[config.mk]
export PLATFORM = sky130hd
export DESIGN_NAME = lycan_packet_packer
export DESIGN_NICKNAME = d
export VERILOG_FILES = /design/src/rtl/lycan_globals.sv /design/src/rtl/lycan_rr_arbiter.sv /design/src/rtl/lycan_packet_packer.sv
export SDC_FILE = /design/constraint.sdc
export NUM_CORES = 1
export LEC_CHECK = 0
export CORE_UTILIZATION = 53
export CTS_CLUSTER_DIAMETER = 80
export DETAILED_ROUTE_END_ITERATION = 6
export HOLD_SLACK_MARGIN = 0.15
export PLACE_DENSITY = 0.86
export RECOVER_POWER = 50
export REMOVE_ABC_BUFFERS = 1
export SLEW_MARGIN = 20
export SYNTH_ARGS = -nofsm -noshare
export SYNTH_HDL_FRONTEND = slang
export SYNTH_SLANG_ARGS = --single-unit
[constraint.sdc]
create_clock -name clk -period 4.2 [get_ports clk]
set_input_delay 1.26 -clock clk [delete_from_list [all_inputs] [get_ports clk]]
set_output_delay 1.26 -clock clk [all_outputs]
set_load 0.05 [all_outputs]
[src/rtl/lycan_globals.sv]
// rtl/lycan_globals.sv - shared Lycan constants and USB data packet layout
package lycan_globals;

  localparam int num_peripherals      = 4;
  localparam int usb_packet_width     = 32;
  localparam int periph_address_width = 3;
  localparam int bytes_per_packet     = 3;

  localparam int pkt_addr_msb    = 31;
  localparam int pkt_addr_lsb    = 29;
  localparam int pkt_config_bit  = 28;
  localparam int pkt_count_msb   = 25;
  localparam int pkt_count_lsb   = 24;
  localparam int pkt_count_width = pkt_count_msb - pkt_count_lsb + 1;

  // data[0] is the first byte accepted and lands in bits [7:0]
  typedef struct packed {
    logic [periph_address_width-1:0]  addr;
    logic                             cfg;
    logic [1:0]                       rsvd;
    logic [pkt_count_width-1:0]       count;
    logic [bytes_per_packet-1:0][7:0] data;
  } usb_data_packet_t;

endpackage

[src/rtl/lycan_rr_arbiter.sv]
// rtl/lycan_rr_arbiter.sv - combinational round-robin arbiter, first requester at or after ptr
module lycan_rr_arbiter
  import lycan_globals::*;
#(
  parameter int N  = num_peripherals,
  parameter int IW = (N > 1) ? $clog2(N) : 1
) (
  input  logic [N-1:0]  req,
  input  logic [IW-1:0] ptr,
  output logic [N-1:0]  grant,
  output logic [IW-1:0] grant_idx,
  output logic          grant_valid
);

  logic [IW:0]   sum;
  logic [IW-1:0] j;

  always_comb begin
    grant       = '0;
    grant_idx   = '0;
    grant_valid = 1'b0;
    sum         = '0;
    j           = '0;
    for (int i = 0; i < N; i++) begin
      // rotate the search so index ptr is examined first, wrapping at N
      sum = {1'b0, ptr} + (IW+1)'(i);
      if (sum >= (IW+1)'(N)) sum = sum - (IW+1)'(N);
      j = sum[IW-1:0];
      if (!grant_valid && req[j]) begin
        grant_valid = 1'b1;
        grant[j]    = 1'b1;
        grant_idx   = j;
      end
    end
  end

endmodule

[src/rtl/lycan_packet_packer.sv]
// rtl/lycan_packet_packer.sv - packs up to three bytes from one peripheral into a tagged USB packet
module lycan_packet_packer
  import lycan_globals::*;
#(
  parameter int NUM_PERIPH     = num_peripherals,
  parameter int TIMEOUT_CYCLES = 16
) (
  input  logic                        clk,
  input  logic                        rst,
  input  logic [NUM_PERIPH-1:0][7:0]  in_data,
  input  logic [NUM_PERIPH-1:0]       in_valid,
  output logic [NUM_PERIPH-1:0]       in_ready,
  output logic [usb_packet_width-1:0] out_packet,
  output logic                        out_valid,
  input  logic                        out_ready
);

  localparam int IW = (NUM_PERIPH > 1) ? $clog2(NUM_PERIPH) : 1;

  typedef enum logic [1:0] {IDLE, COLLECT, EMIT} packer_state_t;

  packer_state_t                    state, state_next;
  logic [IW-1:0]                    ptr, grant_idx, arb_idx, ptr_next;
  logic [NUM_PERIPH-1:0]            grant_oh, arb_grant;
  logic                             arb_valid, accept, timeout_hit, release_grant;
  logic [pkt_count_width-1:0]       count;
  logic [7:0]                       idle_cnt;
  logic [bytes_per_packet-1:0][7:0] data_bytes;
  usb_data_packet_t                 pkt;

  lycan_rr_arbiter #(.N(NUM_PERIPH), .IW(IW)) u_arb (
    .req        (in_valid),
    .ptr        (ptr),
    .grant      (arb_grant),
    .grant_idx  (arb_idx),
    .grant_valid(arb_valid)
  );

  assign in_ready    = (state == COLLECT) ? grant_oh : '0;
  assign accept      = |(in_valid & in_ready);
  assign timeout_hit = (idle_cnt == 8'(TIMEOUT_CYCLES - 1));
  assign ptr_next    = (grant_idx == IW'(NUM_PERIPH - 1)) ? '0 : grant_idx + IW'(1);

  always_comb begin
    state_next    = state;
    release_grant = 1'b0;
    unique case (state)
      IDLE:    if (arb_valid) state_next = COLLECT;
      COLLECT: begin
        if (accept) begin
          if (count == pkt_count_width'(bytes_per_packet - 1)) state_next = EMIT;
        end else if (timeout_hit) begin
          // a grantee that never delivered a byte forfeits its turn silently
          if (count != '0) begin
            state_next = EMIT;
          end else begin
            state_next    = IDLE;
            release_grant = 1'b1;
          end
        end
      end
      EMIT: begin
        if (out_ready) begin
          state_next    = IDLE;
          release_grant = 1'b1;
        end
      end
      default: state_next = IDLE;
    endcase
  end

  always_ff @(posedge clk) begin
    if (rst) begin
      state      <= IDLE;
      ptr        <= '0;
      grant_idx  <= '0;
      grant_oh   <= '0;
      count      <= '0;
      idle_cnt   <= '0;
      data_bytes <= '0;
    end else begin
      state <= state_next;
      if (release_grant) ptr <= ptr_next;
      if (state == IDLE && arb_valid) begin
        grant_idx  <= arb_idx;
        grant_oh   <= arb_grant;
        count      <= '0;
        idle_cnt   <= '0;
        data_bytes <= '0;
      end else if (state == COLLECT) begin
        if (accept) begin
          data_bytes[count] <= in_data[grant_idx];
          count             <= count + pkt_count_width'(1);
          idle_cnt          <= '0;
        end else begin
          idle_cnt <= idle_cnt + 8'd1;
        end
      end
    end
  end

  always_comb begin
    pkt       = '0;
    pkt.addr  = periph_address_width'(grant_idx);
    pkt.count = count;
    pkt.data  = data_bytes;
  end

  assign out_valid  = (state == EMIT);
  assign out_packet = out_valid ? pkt : '0;

endmodule

# ---- After elaboration in Yosys (flattened, before gate mapping)
# Index checks and enable logic that the tools add are counted.
dict set report totals {
  register_bits 44
  input_bits 39
  output_inout_bits 37
  elab_cells 118
}
dict set report op_classes {
  n_addsub 10
  order_cmp 15
  n_eq_ne 9
  n_mux 53
  bitwise_logic 4
  n_reduce_logical 18
}
# op count
set ops {}
lappend ops {{two-way mux 31 bit} 1}
lappend ops {{two-way mux 2 bit} 15}
lappend ops {{bitwise mux 24 bit} 1}
lappend ops {{two-way mux 8 bit} 3}
lappend ops {{two-way mux 4 bit} 5}
lappend ops {{< comparator 2 x 3 -> 1 bit, second input constant} 6}
lappend ops {{binary-select mux 8 bit (select 2 bit)} 1}
lappend ops {{demux 8 bit (select 2 bit)} 1}
lappend ops {{two-way mux 1 bit} 16}
lappend ops {{bitwise OR 4 bit} 3}
lappend ops {{>= comparator 2 x 1 -> 1 bit, second input constant} 5}
lappend ops {{>= comparator 3 bit, second input constant} 3}
lappend ops {{logical AND 1 bit} 9}
lappend ops {{adder 8 x 1 -> 8 bit, second input constant} 1}
lappend ops {{binary-select mux 1 bit (select 2 bit)} 4}
lappend ops {{demux 1 bit (select 2 bit)} 4}
lappend ops {{equality test 8 x 4 -> 1 bit, second input constant} 1}
lappend ops {{subtractor 2 x 1 -> 2 bit, second input constant} 4}
lappend ops {{adder 2 x 2 -> 3 bit, second input constant} 2}
lappend ops {{equality test 2 bit, second input constant} 3}
lappend ops {{one-hot mux 2 bit (3 select lines)} 1}
lappend ops {{adder 2 x 1 -> 2 bit, second input constant} 2}
lappend ops {{AND 4 bit} 1}
lappend ops {{AND reduction 4 bit} 1}
lappend ops {{other kinds (14)} 16}

# ---- Longest topological paths before layout
dict set report logic_depth {
  word_depth 16
  depth_mapped 11
  depth_no_buf 7
}

# ---- Cells and area by module
# Synthesis repeated with hierarchy kept, for this count alone.
dict set report hier_totals {
  hier_cells 288
  area_unflattened_um2 2792.7
}
# module instances cells_per_inst area_each_um2 seq_area_each_um2
set modules_own_cells {}
lappend modules_own_cells {lycan_packet_packer 1 243 2371.0 880.8}
lappend modules_own_cells {lycan_rr_arbiter 1 45 421.7 0.0}

# ---- Worst setup path before layout
# Ideal clock, no wire load.
dict set report synth_timing {
  path_kind {register to output}
  from {register state[0]}
  to {output port out_packet[0]}
  t_arrival_ns 1.819
  required_time_ns 2.940
  path_slack_ns 1.121
  path_stages_with_launch 6
  path_buffers 2
  cell_sequence {dfxtp_1 inv_1 ha_1 clkbuf_1 clkbuf_1 and2_1}
}
dict set report synth_between {
  elab_chain_len 2
}
# element line_no
set synth_rtl {}
lappend synth_rtl {{from (decl)} lycan_packet_packer.sv:22} ;# packer_state_t state, state_next;
lappend synth_rtl {{from (signal assigned)} lycan_packet_packer.sv:82} ;# state <= state_next;
lappend synth_rtl {{equality test 2 bit} lycan_packet_packer.sv:109} ;# assign out_valid = (state == EMIT);
lappend synth_rtl {{named net out_valid} lycan_packet_packer.sv:14} ;# output logic out_valid,
lappend synth_rtl {{two-way mux 31 bit} lycan_packet_packer.sv:110} ;# assign out_packet = out_valid ? pkt : '0;
lappend synth_rtl {{to (decl)} lycan_packet_packer.sv:13} ;# output logic [usb_packet_width-1:0] out_packet,
# The timed path passes the listed nets, and every way through them passes these cells.

# ---- Worst setup path after layout
dict set report layout_timing {
  from {register state[0]}
  to {output port out_packet[21]}
}
dict set report layout_between {
  elab_chain_len 2
}
# element line_no
set layout_rtl {}
lappend layout_rtl {{equality test 2 bit} lycan_packet_packer.sv:109}
lappend layout_rtl {{two-way mux 31 bit} lycan_packet_packer.sv:110}
# Every way passes these cells.

==> flow_metrics.py <==
metrics = {
    "place": {
        "detailed_place_hpwl_um": 5020,
        "placement.io_buffers": 71,
        "placed_area_um2": 3510,
        "gp_routability_congestion": 0.782,
    },
    "floorplanning": {
        "fp.dieArea_um2": 5660,
        "placeableCoreArea_um2": 5140,
        "rows": 26,
        "boundaryPins": 76,
        "start_util_pct": 55.3,
        "fp.dieH_um": 75.2,
        "die_w_um": 75.2,
    },
    "clock_network": {
        "worst_skew_pair.late_latency_ps": 290,
        "clk_pin_slew_worst_paths_ps": 80,
        "ctsHoldBuffers": 0,
        "cts_tree": "done",
        "root_buf_cell": "clkbuf_8",
        "post_cts.repair.setup_buffers": 0,
        "post_cts_resized": 0,
        "maximum_level_of_the_cts_h_tree": 2,
        "cts.sink_count": 44,
        "tritoncts.num_buffers": 5,
        "buffers_from_clock_root_to_sink_at_most": 2,
    },
    "critical_path": {
        "crit_arrival_ps": 2540,
        "worst_ep_required_time_ps": 2940,
        "worstSetupEndpoint": "out_packet[21]",
        "cp_max_fo": 32,
        "r2r_setup_slack_ps": 1000,
        "r2r_end": "data_bytes[2]",
        "cp-start-kind": "register",
        "rr_startpoint": "ptr[1]",
        "setup.worst_path.class": "reg2out",
        "startpoint": "state[0]",
        "rr_worst_depth": 8,
        "worstSetupEndpointType": "primary output",
    },
    "sta": {
        "fin_tns_setup_ps": 0,
        "max_freq_mhz": 263,
        "rsz0062_at_grt": "no",
        "final_hold_viol_count": 0,
        "tightest_slew_ps": 909,
        "timing.slew.headroom_pct": 39.4,
        "post-route-period-util_pct": 90.4,
        "final_max_slew_viol_count": 0,
        "finalWorstPathRequiredPeriod_ps": 3800,
        "fin_worst_skew_ps": 8.25,
        "setup-violations-final": 0,
    },
    "pwr": {
        "power.share.clock_pct": 24.1,
        "power.static_leakage_nw": 1.33,
        "cellInternalPower_mw": 0.828,
        "power.share.switching_pct": 37.3,
        "ir_drop_uv": 237,
        "cellPowerDensity_nw_per_um2": 369,
        "net-switching-power_mw": 0.493,
        "seq_power_share_pct": 38.3,
        "combinational_power_share_pct": 37.5,
    },
    "hold_path": {
        "timing.hold.worst.class": "reg2reg",
    },
    "final_layout": {
        "area_grow_syn2layout_pct": 26.0,
        "finish.instance_area_um2": 3580,
        "nets": 429,
        "share_of_layout_cells_above_drive_strength_1_pct": 8.73,
        "antenna-diode-count": 0,
    },
    "routing": {
        "drt_drc_violations_left": 0,
        "routedWlPerCell_um": 15.4,
        "drtPass1Iterations": 4,
        "drt_first_iter_violations": 199,
        "route.vias.total": 2506,
        "antenna_left": 0,
        "avgViaCountPerCell": 5.59,
        "routed_wl_um": 6900,
    },
    "synthesis": {
        "ys_ff_latch": 44,
        "post_synth_num_cell_types": 47,
        "synth_seq_area_share_pct": 31.0,
        "synth_ff_type": "dfxtp_1",
        "gate_count_of_the_mapped_netlist": 320,
        "syn_avg_cell_area_um2": 8.88,
        "synth-edff-count": 0,
        "post_syn_area_um2": 2840,
        "async_flop_share_pct": 0,
        "number_of_warnings_reported_in_the_yosys_synthesis_log": 0,
    },
    "grt": {
        "track_usage_pct": 26.1,
        "grt_start_max_net_pins": 33,
        "grt.overflow.total": 0,
        "grt_pass1_wl_um": 11000,
        "grt_pass1_vias": 2406,
        "antenna_found_initial": 0,
    },
    "flow_run": {
        "max_cap_viol_count": 0,
    },
    "outcome": {
        "run_status": "completed",
    },
}
## cells by family (layout without fill, tap and decap cells)
family | count (synthesis) | in the layout | synth area share, %
AO/OA/AOI/OAI | 59 | 59 | 14.5
multiplexers | 25 | 25 | 14.1
flip-flops | 44 | 44 | 31.0
AND/OR/NAND/NOR | 132 | 132 | 24.7
buffers and inverters | 38 | 93 | 7.31
XOR/XNOR | 8 | 8 | 2.47
adder cells (fa/ha/maj) | 13 | 13 | 5.73
other | 1 | 4 | 0.132
## worst min-delay path by stage
stage | cells past startpoint | slack [ps] | to | from
2_1_floorplan | 2 | 430 | data_bytes[10] | data_bytes[10]
3_3_place_gp | 2 | 440 | data_bytes[12] | data_bytes[12]
3_5_place_dp | 2 | 450 | data_bytes[12] | data_bytes[12]
4_1_cts | 2 | 460 | data_bytes[12] | data_bytes[12]
5_1_grt | 2 | 470 | data_bytes[11] | data_bytes[11]
6_report | 2 | 460 | data_bytes[12] | data_bytes[12]
## stage by stage
step                utilization, %  hold slack, ps  total power, mW  worst slack, ps  cells
floorplan                        -             432            0.852             1080    296
global placement              68.2             440             1.01              558    440
detailed placement            68.2             446             1.02              456    440
CTS                           70.3             458             1.33              377    448
global route                  69.6             471             1.40              221    448
finish                        69.6             455             1.32              401    448
## sequential cells by signal, summed over array words and instances, names as in the netlist
name / cells
idle_cnt: 8
state: 2
data_bytes: 24
grant_oh: 4
count: 2
ptr: 2
grant_idx: 2
## cell usage after synthesis (all sizes together), types with 11 or more instances
cell,n,area (µm²)
inv,11,41.3
nand2,25,93.8
mux2i,12,120
ha,13,163
dfxtp,44,881
and2,32,200
mux4,12,270
clkbuf,11,41.3
nand3,19,95.1
buf,16,125
nor2,30,138
o21ai,11,55.1
a21oi,25,159
## placed cells by master, fill, tap and decap left out, types with 12 or more instances in the layout
cell,instances
nor2_1,21
clkdlybuf4s50_1,66
dfxtp_1,44
a21oi_1,24
mux4_2,12
nand3_1,19
mux2i_1,12
nand2_1,25
ha_1,13
and2_1,32
## area by class of cell
cell class | count | area (µm²)
multi-input combinational | 241 | 1730
timing repair buffer | 74 | 731
inverter | 11 | 41.3
fill | 450 | 1560
clock inverter | 2 | 35.0
clock buffer | 6 | 72.6
tap | 70 | 87.6
sequential | 44 | 881
## power by group through the flow
stage                     Sequential, mW  Clock, mW  Combinational (mW)
after floorplan                    0.497          0               0.355
after global placement             0.515          0               0.495
after detailed placement           0.516          0               0.504
after CTS                          0.507      0.321               0.507
after global routing               0.512      0.339               0.547
final                              0.507      0.319               0.496
## critical path: stages (launching register included)
cell,delay (ps)
dfxtp_1,330
inv_1,90
ha_1,750
and2_1,260
clkdlybuf4s50_1,800
## metal layers
layer	part of all wire (%)	track usage (%)	wire (µm)
met1	42	30.9	2900
met2	51	47.1	3490
met3	6.1	5.62	419
met4	1.3	8.02	89
met5	0	0	0
Power figures use the tool's default switching activity.
==> variant: new RTL, config.mk and constraints unchanged <==
Make the reset (`rst`) asynchronous in one clocked block.
--- a/src/rtl/lycan_packet_packer.sv
+++ b/src/rtl/lycan_packet_packer.sv
@@ -71,3 +71,3 @@
 
-  always_ff @(posedge clk) begin
+  always_ff @(posedge clk or posedge rst) begin
     if (rst) begin
Formal check against the unedited RTL: differs if rst is asserted again (counterexample within 4 cycles, from zero or initial values and one cycle with rst high); with rst held inactive, the same outputs for 4 cycles.
==> variant against the unedited design <==
  * Via count rose by 8.5%
  * Worst setup slack improved by 210 ps
  * Critical path depth rose by 1
  * Cell area rose by 12%
  * Area after synthesis rose by 13%
  * Sequential cell count did not move
  * Hold slack improved by 67 ps
  * Non-clock buffer count rose by 4
  * Routed wire length rose by 13%
  * Count of clock-buffer cells in the layout fell by 1
  * Clock skew fell by 2.0 ps
Power is not compared: it rests on default switching activity, and its combinational part moved more than twofold at a synthesized area within 25%.
==> variant: results (changes against the unedited design) <==
Post-synthesis sequential area ratio = 34.4% (+3.4 points)
Wl on met1 = 3.30 mm (+13%)
Vias = 2,720 (+8.5%)
Clock latency on the worst-skew pair = 290 ps (about the same)
Worst flop-to-flop path endpoint = grant_oh[1]
Largest net degree at the start of global routing = 26 (-21%)
Status = complete, no violations
Worst Hold Class = reg -> reg
Share of cells above drive strength 1 = 8.79% (+0.055 points)
Final Skew = 6.23 ps (-2.02 ps)
Post-synth top cells = dfrtp_1 (44), nor2_1 (34), and2_1 (32)
WHS Endpoint = data_bytes[16]
Post-DP HPWL = 5.73 mm (+14%)
Total Nets Final = 439 (+2.3%)
Placed insts = 452 (+2.7%)
CP max stage delay = 960 ps (+160 ps)
Starting DRT DRC Count = 205 (+3.0%)
Final period util = 85.4% (-5.0 points)
Async SR Flop Fraction = 100% (+100 points)
Largest delay share family, worst path = compound AO/OA/AOI/OAI gates
First-pass GRT wire length = 12.6 mm (+14%)
Most used DFF post-synth = dfrtp_1
Leakage = 1.85 nW
Metal3 WL = 608 µm (+45%)
RR Startpoint = ptr[0]
Fill cell count = 422 (-6.2%)
First-pass iteration count of the detailed router = 4 (unchanged)
Reg2reg setup slack = 1510 ps (+510 ps)
Crit path capture = data_bytes[13]
Antenna Cells = 0 (unchanged)
Synth area leaders = dfrtp_1 (34%), mux2i_1 (8.8%), mux4_2 (7.7%), and2_1 (6.3%), ha_1 (5.1%)
Worst-margin pin slew = 1330 ps (+424 ps)
Critical path data arrival time = 3740 ps (+1200 ps)
Worst path slowest cell = o211ai_1
GP Congestion = 0.939 (+20%)
Worst hold slack = 523 ps (+67.4 ps)
Post-Synthesis Cells = 325 (+1.6%)
CTS tree = done
Hold Crit Start = data_bytes[16]
Library cells used by synthesis = 56 (+19%)
Wire length on met2 = 3.81 mm (+9.2%)
Maximum VDD drop = 0.000316 V
DP Area = 3920 µm² (+12%)
Routed len/inst = 17.1 µm (+11%)
Worst Setup SP = in_valid[0]
CTS Buffer Depth = 2 (unchanged)
All-Layer GR Usage = 25.9% (-0.14 points)
Post-Layout Cell Count = 459 (+2.5%)
CP max FO = 16 (-50%)
Path depth of the worst reg2reg path = 6 (-2)
H-tree level count = 2 (unchanged)
Dpl ws = 807 ps (+351 ps)
Vias in the first global route = 2,605 (+8.3%)
Clk Tree Root Cell = clkbuf_8
==> variant: cell count changes after synthesis, moves of 4 or more <==
| cell | before | now |
|---|---|---|
| a21o_1 | 0 | 4 |
| a21oi_2 | 9 | 1 |
| a221o_1 | 5 | 0 |
| dfrtp_1 | 0 | 44 |
| dfxtp_1 | 44 | 0 |
| mux2i_1 | 12 | 28 |
| nand2_1 | 25 | 19 |
| nand3_1 | 19 | 7 |
| nor2_1 | 20 | 34 |
| nor2_2 | 10 | 0 |
| o21ai_0 | 11 | 6 |
==> variant: cells by family after synthesis <==
| group | after synthesis | share of synthesized area [%] |
|---|---|---|
| and+or+nand+nor | 119 | 19.3 |
| AOI/OAI and AO/OA | 64 | 16.6 |
| DFF | 44 | 34.4 |
| muxes | 41 | 17.2 |
| buffers and inverters | 39 | 6.13 |
| adders and majority gates | 13 | 5.08 |
| xor gates and xnor gates | 4 | 1.09 |
| other | 1 | 0.117 |
==> variant: cell type report <==
class                           count  area, µm²  area share, %
Timing Repair Buffer               78        752           18.7
Multi-Input combinational cell    245       1890           47.2
Inverter                           13       48.8           1.22
Tap cell                           72       90.1           2.24
Sequential cell                    44       1100           27.4
Clock inverter                      2       60.1           1.50
Clock buffer                        5       68.8           1.71
==> variant: worst min-delay path: cells and delay by family, from the launching register on <==
family / cells / cell delay [ps]
flip-flops: 1 / 340
multiplexers: 1 / 70
AND/OR/NAND/NOR: 1 / 80
==> variant: metal layers <==
metal / global-route usage (%) / vias to the layer above
met5: 0 / -
met4: 7.27 / 0
met3: 4.46 / 11
met2: 45.3 / 129
met1: 32.8 / 1306
li1: - / 1274
==> variant: power by group <==
part	switching, mW	internal, mW
Combinational	0.640	0.433
Clock	0.139	0.234
Sequential	0.0987	0.520
